## config.mk

```make
export PLATFORM = sky130hd
export DESIGN_NAME = mem_port_arbiter_flat
export DESIGN_NICKNAME = d
export VERILOG_FILES = /design/src/rtl/mem_port_arbiter_if.sv /design/src/rtl/mem_port_arbiter.sv /design/src/flat_wrapper.sv
export SDC_FILE = /design/constraint.sdc
export NUM_CORES = 1
export LEC_CHECK = 0
export ABC_AREA = 0
export CAP_MARGIN = 10
export CORE_MARGIN = 8
export CORE_UTILIZATION = 62
export CTS_CLUSTER_DIAMETER = 30
export DETAILED_ROUTE_END_ITERATION = 8
export DONT_BUFFER_PORTS = 1
export GPL_TIMING_DRIVEN = 1
export MAX_ROUTING_LAYER = met4
export PLACE_DENSITY = 0.84
export SLEW_MARGIN = 0
export SYNTH_ARGS = -nofsm -noshare
export SYNTH_HDL_FRONTEND = slang
export SYNTH_SLANG_ARGS = --single-unit
```

## constraint.sdc

```tcl
create_clock -name clk -period 2 [get_ports clk]
set_input_delay 0.4 -clock clk [delete_from_list [all_inputs] [get_ports clk]]
set_output_delay 0.4 -clock clk [all_outputs]
set_load 0.005 [all_outputs]
```

## src/rtl/mem_port_arbiter_if.sv

```systemverilog
// Fetch, data and memory-side signals of the shared memory port.
// slave = the arbiter, master = the requesters plus the memory.
interface mem_port_arbiter_if #(
  parameter int ADDR_WIDTH = 16
);
  logic                  if_req;
  logic [ADDR_WIDTH-1:0] if_addr;
  logic                  if_gnt;
  logic                  if_done;
  logic [15:0]           if_rdata;
  logic                  if_err;

  logic                  d_req;
  logic                  d_wr;
  logic [ADDR_WIDTH-1:0] d_addr;
  logic [15:0]           d_wdata;
  logic                  d_gnt;
  logic                  d_done;
  logic [15:0]           d_rdata;
  logic                  d_err;

  logic                  mem_en;
  logic                  mem_wr;
  logic [ADDR_WIDTH-1:0] mem_addr;
  logic [15:0]           mem_wdata;
  logic [15:0]           mem_rdata;

  logic                  busy;

  modport slave (
    input  if_req, if_addr, d_req, d_wr, d_addr, d_wdata, mem_rdata,
    output if_gnt, if_done, if_rdata, if_err,
    output d_gnt, d_done, d_rdata, d_err,
    output mem_en, mem_wr, mem_addr, mem_wdata, busy
  );

  modport master (
    output if_req, if_addr, d_req, d_wr, d_addr, d_wdata, mem_rdata,
    input  if_gnt, if_done, if_rdata, if_err,
    input  d_gnt, d_done, d_rdata, d_err,
    input  mem_en, mem_wr, mem_addr, mem_wdata, busy
  );
endinterface

```

## src/rtl/mem_port_arbiter.sv

```systemverilog
// Serialises fetch (read-only) and data (read/write) accesses onto one memory
// port: IDLE -> ACCESS (gnt, strobe) -> RESP (done), data-first with a fetch starvation bound.
module mem_port_arbiter #(
  parameter int ADDR_WIDTH   = 16,
  parameter int STARVE_LIMIT = 4
) (
  input  logic           clk,
  input  logic           rst,
  mem_port_arbiter_if.slave bus
);
  typedef enum logic [1:0] {IDLE, ACCESS, RESP} state_t;
  localparam logic [3:0] LIMIT = 4'(STARVE_LIMIT);

  state_t                state;
  logic                  owner_d;
  logic                  wr_q;
  logic                  err_q;
  logic [3:0]            starve_cnt;

  logic                  if_gnt, if_done, if_err;
  logic                  d_gnt, d_done, d_err;
  logic [15:0]           if_rdata, d_rdata;
  logic                  mem_en, mem_wr, busy;
  logic [ADDR_WIDTH-1:0] mem_addr;
  logic [15:0]           mem_wdata;

  logic                  take;
  logic                  pick_d;
  logic                  sel_wr;
  logic [ADDR_WIDTH-1:0] sel_addr;
  logic [15:0]           rd_word;

  always_comb begin
    take     = bus.if_req | bus.d_req;
    // data has priority unless fetch has already waited out the limit
    pick_d   = bus.d_req & ~(bus.if_req & (starve_cnt == LIMIT));
    sel_addr = pick_d ? bus.d_addr : bus.if_addr;
    sel_wr   = pick_d & bus.d_wr;
    rd_word  = (err_q | wr_q) ? 16'h0 : bus.mem_rdata;
  end

  always_ff @(posedge clk) begin
    if (!rst) begin
      state      <= IDLE;
      owner_d    <= 1'b0;
      wr_q       <= 1'b0;
      err_q      <= 1'b0;
      starve_cnt <= 4'd0;
      if_gnt     <= 1'b0;
      if_done    <= 1'b0;
      if_err     <= 1'b0;
      if_rdata   <= 16'h0;
      d_gnt      <= 1'b0;
      d_done     <= 1'b0;
      d_err      <= 1'b0;
      d_rdata    <= 16'h0;
      mem_en     <= 1'b0;
      mem_wr     <= 1'b0;
      mem_addr   <= '0;
      mem_wdata  <= 16'h0;
      busy       <= 1'b0;
    end else begin
      case (state)
        IDLE: begin
          if (take) begin
            state   <= ACCESS;
            busy    <= 1'b1;
            owner_d <= pick_d;
            wr_q    <= sel_wr;
            err_q   <= sel_addr[0];
            if_gnt  <= ~pick_d;
            d_gnt   <= pick_d;
            mem_en  <= ~sel_addr[0];
            mem_wr  <= sel_wr & ~sel_addr[0];
            // misaligned accesses leave the memory bus untouched
            if (!sel_addr[0]) begin
              mem_addr <= sel_addr;
              if (pick_d) mem_wdata <= bus.d_wdata;
            end
          end
          if (!bus.if_req || (take && !pick_d)) starve_cnt <= 4'd0;
          else if (pick_d && starve_cnt != LIMIT) starve_cnt <= starve_cnt + 4'd1;
        end
        ACCESS: begin
          state  <= RESP;
          if_gnt <= 1'b0;
          d_gnt  <= 1'b0;
          mem_en <= 1'b0;
          mem_wr <= 1'b0;
          if (owner_d) begin
            d_done  <= 1'b1;
            d_rdata <= rd_word;
            d_err   <= err_q;
          end else begin
            if_done  <= 1'b1;
            if_rdata <= rd_word;
            if_err   <= err_q;
          end
        end
        RESP: begin
          state   <= IDLE;
          busy    <= 1'b0;
          if_done <= 1'b0;
          d_done  <= 1'b0;
        end
        default: state <= IDLE;
      endcase
    end
  end

  assign bus.if_gnt    = if_gnt;
  assign bus.if_done   = if_done;
  assign bus.if_rdata  = if_rdata;
  assign bus.if_err    = if_err;
  assign bus.d_gnt     = d_gnt;
  assign bus.d_done    = d_done;
  assign bus.d_rdata   = d_rdata;
  assign bus.d_err     = d_err;
  assign bus.mem_en    = mem_en;
  assign bus.mem_wr    = mem_wr;
  assign bus.mem_addr  = mem_addr;
  assign bus.mem_wdata = mem_wdata;
  assign bus.busy      = busy;
endmodule

```

## src/flat_wrapper.sv

```systemverilog
// flat-port wrapper written by rule: the top's interface ports become plain ports
module mem_port_arbiter_flat 
#(
  parameter int ADDR_WIDTH   = 16,
  parameter int STARVE_LIMIT = 4
)
  (clk, rst, bus_if_req, bus_if_addr, bus_d_req, bus_d_wr, bus_d_addr, bus_d_wdata, bus_mem_rdata, bus_if_gnt, bus_if_done, bus_if_rdata, bus_if_err, bus_d_gnt, bus_d_done, bus_d_rdata, bus_d_err, bus_mem_en, bus_mem_wr, bus_mem_addr, bus_mem_wdata, bus_busy);
  mem_port_arbiter_if #(.ADDR_WIDTH(ADDR_WIDTH)) bus_i ();
  input  logic clk;
  input  logic rst;
  input wire logic [$bits(bus_i.if_req)-1:0] bus_if_req;
  input wire logic [$bits(bus_i.if_addr)-1:0] bus_if_addr;
  input wire logic [$bits(bus_i.d_req)-1:0] bus_d_req;
  input wire logic [$bits(bus_i.d_wr)-1:0] bus_d_wr;
  input wire logic [$bits(bus_i.d_addr)-1:0] bus_d_addr;
  input wire logic [$bits(bus_i.d_wdata)-1:0] bus_d_wdata;
  input wire logic [$bits(bus_i.mem_rdata)-1:0] bus_mem_rdata;
  output wire logic [$bits(bus_i.if_gnt)-1:0] bus_if_gnt;
  output wire logic [$bits(bus_i.if_done)-1:0] bus_if_done;
  output wire logic [$bits(bus_i.if_rdata)-1:0] bus_if_rdata;
  output wire logic [$bits(bus_i.if_err)-1:0] bus_if_err;
  output wire logic [$bits(bus_i.d_gnt)-1:0] bus_d_gnt;
  output wire logic [$bits(bus_i.d_done)-1:0] bus_d_done;
  output wire logic [$bits(bus_i.d_rdata)-1:0] bus_d_rdata;
  output wire logic [$bits(bus_i.d_err)-1:0] bus_d_err;
  output wire logic [$bits(bus_i.mem_en)-1:0] bus_mem_en;
  output wire logic [$bits(bus_i.mem_wr)-1:0] bus_mem_wr;
  output wire logic [$bits(bus_i.mem_addr)-1:0] bus_mem_addr;
  output wire logic [$bits(bus_i.mem_wdata)-1:0] bus_mem_wdata;
  output wire logic [$bits(bus_i.busy)-1:0] bus_busy;
  assign bus_i.if_req = bus_if_req;
  assign bus_i.if_addr = bus_if_addr;
  assign bus_i.d_req = bus_d_req;
  assign bus_i.d_wr = bus_d_wr;
  assign bus_i.d_addr = bus_d_addr;
  assign bus_i.d_wdata = bus_d_wdata;
  assign bus_i.mem_rdata = bus_mem_rdata;
  assign bus_if_gnt = bus_i.if_gnt;
  assign bus_if_done = bus_i.if_done;
  assign bus_if_rdata = bus_i.if_rdata;
  assign bus_if_err = bus_i.if_err;
  assign bus_d_gnt = bus_i.d_gnt;
  assign bus_d_done = bus_i.d_done;
  assign bus_d_rdata = bus_i.d_rdata;
  assign bus_d_err = bus_i.d_err;
  assign bus_mem_en = bus_i.mem_en;
  assign bus_mem_wr = bus_i.mem_wr;
  assign bus_mem_addr = bus_i.mem_addr;
  assign bus_mem_wdata = bus_i.mem_wdata;
  assign bus_busy = bus_i.busy;
  mem_port_arbiter #(.ADDR_WIDTH(ADDR_WIDTH), .STARVE_LIMIT(STARVE_LIMIT)) u_core (.clk(clk), .rst(rst), .bus(bus_i));
endmodule
```

## Word level (Yosys, flattened, before mapping)

Cells that the tools add are included.
W data, S select, Z words.

- Flip-flop bits (word level): 81
- Bits of input ports: 69
- Output and inout port bits: 73
- Word-level logic and storage cells: 76

- Add/subtract/negate cells: 1
- Equality and inequality tests: 7
- Mux-type cells: 20
- Bitwise logic cells: 10
- Reduce and logical (&&, ||, !) cells: 20

Operators with widths:

| kind | count |
|---|---|
| $mux W16 | 2 |
| $reduce_and A2 Y1 | 8 |
| $pmux W1 S2 | 7 |
| $mux W4 | 2 |
| $reduce_bool A2 Y1 | 4 |
| $mux W1 | 7 |
| $add A4 B1 Y4 const B | 1 |
| $and A1 B1 Y1 | 4 |
| $eq A4 B3 Y1 const B | 1 |
| $ne A2 B1 Y1 const B | 2 |
| $ne A4 B3 Y1 const B | 1 |
| $not A1 Y1 | 4 |
| $pmux W2 S2 | 1 |
| $reduce_and A4 Y1 | 1 |
| $reduce_and A3 Y1 | 1 |
| $eq A2 B1 Y1 const B | 1 |
| $eq A2 B2 Y1 const B | 1 |
| $logic_and A1 B1 Y1 | 2 |
| $logic_not A1 Y1 | 2 |
| $logic_not A2 Y1 | 1 |
| $mux W2 | 1 |
| $ne A2 B2 Y1 const B | 1 |
| $or A1 B1 Y1 | 2 |
| $logic_or A1 B1 Y1 | 1 |

## Logic depth before layout (Yosys ltp)

- Depth after elaboration: 9
- Depth in mapped cells: 8
- Gate-level depth less buffers: 6

## Worst setup path before layout

OpenSTA, ideal clock, no wires.

- Kind: register -> register
- Start: register u_core.starve_cnt[0]
- End: register u_core.mem_addr[10] (netlist: u_core.bus.mem_addr[10])
- Library setup time: 118 ps
- Data arrival time: 1713 ps
- Data required time: 1882 ps
- Path slack: 169 ps
- Cell stages (with the launch flop): 9
- Path buffers: 2
- Period minus slack after synthesis: 1831 ps
- Cells stage by stage: dfxtp_1 > inv_1 > ha_1 > nand4b_1 > and2_1 > buf_2 > buf_2 > or4_1 > o2111a_1

- Word-level cells in the longest chain between the ends: 7

Ends and longest elaborated chain:

| element | RTL line | text |
|---|---|---|
| start, declared | mem_port_arbiter.sv:18 | `logic [3:0] starve_cnt;` |
| start signal, assigned | mem_port_arbiter.sv:82 | `else if (pick_d && starve_cnt != LIMIT) starve_cnt <= starve_cnt + 4'd1;` |
| $eq A4 B3 Y1 (*) | mem_port_arbiter.sv:36 | `pick_d = bus.d_req & ~(bus.if_req & (starve_cnt == LIMIT));` |
| $and A1 B1 Y1 (*) | mem_port_arbiter.sv:36 |  |
| $not A1 Y1 (*) | mem_port_arbiter.sv:36 |  |
| $and A1 B1 Y1 (*) | mem_port_arbiter.sv:36 |  |
| $mux W16 (*) | mem_port_arbiter.sv:37 | `sel_addr = pick_d ? bus.d_addr : bus.if_addr;` |
| $not A1 Y1 (no line) | -- |  |
| $reduce_and A3 Y1 (no line) | -- |  |
| end signal, assigned | mem_port_arbiter.sv:77 | `mem_addr <= sel_addr;` |
| end, declared | mem_port_arbiter.sv:24 | `logic [ADDR_WIDTH-1:0] mem_addr;` |

Every way passes the cells marked *; elsewhere a longest branch is shown, timed or not.
A chain may end at the register's enable or synchronous reset.

## Worst setup path after layout

Ends and elaborated chain as after synthesis.

==> results.yml <==
run:
  max-cap-violations: 0
sta:
  period_utilization_post_route_pct: 93.3
  totalNegativeSetupSlack_ns: 0
  setup_ws_ns: 0.135
  relSlewSlack_pct: 54.9
  max_clock_freq_mhz: 536
  hold_viol: 0
  fin_crit_ns: 1.87
  slew_viol_final: 0
  timing.clock.skew_ns: 0.00777
  setup_viol: 0
  worst_slew_pin_slew_ns: 0.677
  grt_setup_unrepaired: "false"
  final_layout_worst_hold_slack_ns: 0.181
hold_path:
  worst_hold_path_type: "in2reg"
die:
  coreArea_sq_mm: 0.00517
  start_util_pct: 64.8
  row_count: 26
  die_width_microns: 89.5
  dieHeight_microns: 89.5
  design.portCount: 142
  die_area_sq_mm: 0.00801
pwr:
  switchingPower_mw: 0.853
  clock_power_share_pct: 38.7
  leakage_nw: 1.20
  pwr-share-comb_pct: 8.5
  report.power.total_mw: 3.38
  power_density_mw_per_mm2: 945
  cell_internal_pwr_mw: 2.53
  ir_drop_mv: 0.493
  seq_power_share_pct: 52.8
  switching_share_pct: 25.2
global_routing:
  overflow: 0
  grt_start_max_net_pins: 98
  grt_first_pass_wirelength_microns: 13000
  grt_antenna_before_repair: 0
  grt.total_usage_pct: 21.9
  vias_in_the_first_global_route: 2669
cells_and_area:
  final-instance-count-excl-fill: 441
  layout-drive-gt1-share_pct: 8.09
  most-common-layout-cells: "dfxtp_1, nand2_1, nand3_1, or4_1, a21boi_0"
  antenna_cells: 0
  layout.area.seq_sq_mm: 0.00162
  most_common_cell_after_layout_fill_and_taps_aside: "dfxtp_1"
  filler_cells: 444
  multiInputGateArea_sq_mm: 0.00157
  final_net_count: 437
  flow.area_growth_from_synthesis_pct: 6.99
status:
  status: "finished, final reports clean"
critical_path:
  crit_path_end_kind: "flop"
  setup.worst_path.class: "reg2reg"
  critPathRequiredTime_ns: 2.25
  critPathLaunchType: "flop"
  worst_ep_arrival_time_ns: 2.11
  worst-path-max-fanout: 10
placement:
  hpwlAfterDp_microns: 6010
  numPlacedInstances: 424
  gp_congestion: 0.819
  buffer_ports.inserted: 0
  place_ws_ns: 0.0473
drt:
  post_drt_via_cell_ratio: 6.23
  detail_route.wirelength_microns: 8450
  vias: 2749
  drt_drc_violations_left: 0
  initialDrtViolationCount: 159
  post_drt_wl_per_cell_microns: 19.2
  drt-pass1-iter-count: 4
  final_antenna_net_count: 0
clock_tree:
  clock_tree.htree_level_count: 3
  cts.hold.buffers_added: 0
  worst_skew_pair.late_latency_ns: 0.36
  clkTransAtPathRegs_ns: 0.08
  max-clock-path-buffers: 2
  tritoncts_clock_tree: "done"
  cts_root_buffer: "clkbuf_8"
  numClockSinks: 81
  cts_made_buffers: 9
synthesis:
  postSynthNetCount: 453
  number_of_flip_flops_and_latches_in_the_synthesized_netlist: 81
  yosys_warnings: 0
  seq_area_frac_synth_pct: 48.4
  syn_inst: 382
  avgSynthCellArea_sq_um: 8.77
  netlist_area_sq_mm: 0.00335
  netlist-cell-type-count: 33
[routing by layer]
| layer | wire length, microns | vias up | global-route usage, % | share of wire, % |
|---|---|---|---|---|
| met2 | 4290 | 124 | 36.5 | 51 |
| met1 | 2980 | 1273 | 21.4 | 35 |
| met3 | 974 | 21 | 10.4 | 12 |
| li1 | - | 1331 | - | - |
| met4 | 207 | 0 | 9.37 | 2.5 |
| met5 | 0 | - | - | 0 |
[critical path, cell delays in order (launching register included)]
cell and delay [ns]:
dfxtp_1 0.34, inv_1 0.08, ha_1 0.18, nand4b_1 0.13
and2_4 0.22, buf_4 0.17, or4_1 0.48, o2111a_1 0.16
[state kept, by name, summed over array words and instances, names as in the netlist, 2 cells and up]
register,flops
u_core.bus.mem_wdata,16
u_core.bus.mem_addr,15
u_core.starve_cnt,4
u_core.state,2
u_core.bus.if_rdata,16
u_core.bus.d_rdata,16
[synthesized netlist by cell type]
master    instances  area, sq um
buf_2             5         25.0
clkbuf_1         27          101
ha_1              2         25.0
o21ai_0          20          100
or2_1             1         6.26
o31ai_4           1         21.3
nor2_1            7         26.3
conb_1            1         3.75
a22oi_1           1         7.51
o221a_2           1         11.3
buf_1             2         7.51
nand2_1          64          240
a21boi_1         12         90.1
a31o_2            1         8.76
and3_1            1         6.26
nor2b_1           3         18.8
buf_4             2         15.0
or4_1            31          233
o21ai_1           2         10.0
dfxtp_1          81         1620
nor3_1            1         5.00
a21oi_1           1         5.00
nand3_1          55          275
nand2b_1          1         6.26
and2_1            5         31.3
nand4b_1          2         17.5
a31oi_1           1         6.26
inv_1             4         15.0
a21boi_0         28          210
o2111a_1         15          169
nand3b_1          2         15.0
o21a_1            1         7.51
o31ai_1           1         7.51
[power groups by stage]
stage / combinational, mW / clock, mW / sequential [mW]
after detailed placement: 0.287 / 0 / 1.83
final: 0.288 / 1.31 / 1.79
after floorplan: 0.263 / 0 / 1.80
after global placement: 0.275 / 0 / 1.83
after global routing: 0.324 / 1.41 / 1.80
after CTS: 0.288 / 1.33 / 1.79
[path summary, 6_finish.rpt]
path | startpoint | endpoint | slack (ns) | cells after the start
max | u_core.starve_cnt[0] | u_core.bus.mem_addr[10] | 0.13 | 7
min | bus_d_wdata[6] | u_core.bus.mem_wdata[6] | 0.18 | 2
max reg2reg | u_core.starve_cnt[0] | u_core.bus.mem_addr[10] | 0.13 | 7
min reg2reg | u_core.bus.d_rdata[6] | u_core.bus.d_rdata[6] | 0.48 | 2
[final cells by class]
| class | count | area share (%) |
|---|---|---|
| clock inverter | 6 | 2.58 |
| inverter | 4 | 0.419 |
| multi-input combinational | 261 | 43.9 |
| tap | 70 | 2.44 |
| clock buffer | 10 | 3.56 |
| sequential | 81 | 45.3 |
| timing repair buffer | 9 | 1.89 |
[kinds of logic after synthesis]
group	Yosys count	synth area share (%)
buf+inv	40	4.89
simple gates	173	26.3
compound gates	85	19.5
other cells	1	0.112
flops	81	48.4
fa+ha+maj	2	0.747
[repair_timing]
action,in CTS,in global routing
gates cloned,0,0
pin swaps,0,1
hold endpoints to repair,0,0
resized for setup,1,2
buffers inserted,0,1
endpoints found under the setup margin,3,12
[per-stage QoR]
| step | cell area [sq um] | utilization (%) |
|---|---|---|
| 4_1_cts | 3570 | 69.1 |
| 3_5_place_dp | 3350 | 64.8 |
| 2_1_floorplan | 3350 | - |
| 6_report | 3580 | 69.3 |
| 5_1_grt | 3580 | 69.3 |
| 3_3_place_gp | 3350 | 64.8 |
Power figures use the tool's default switching activity.
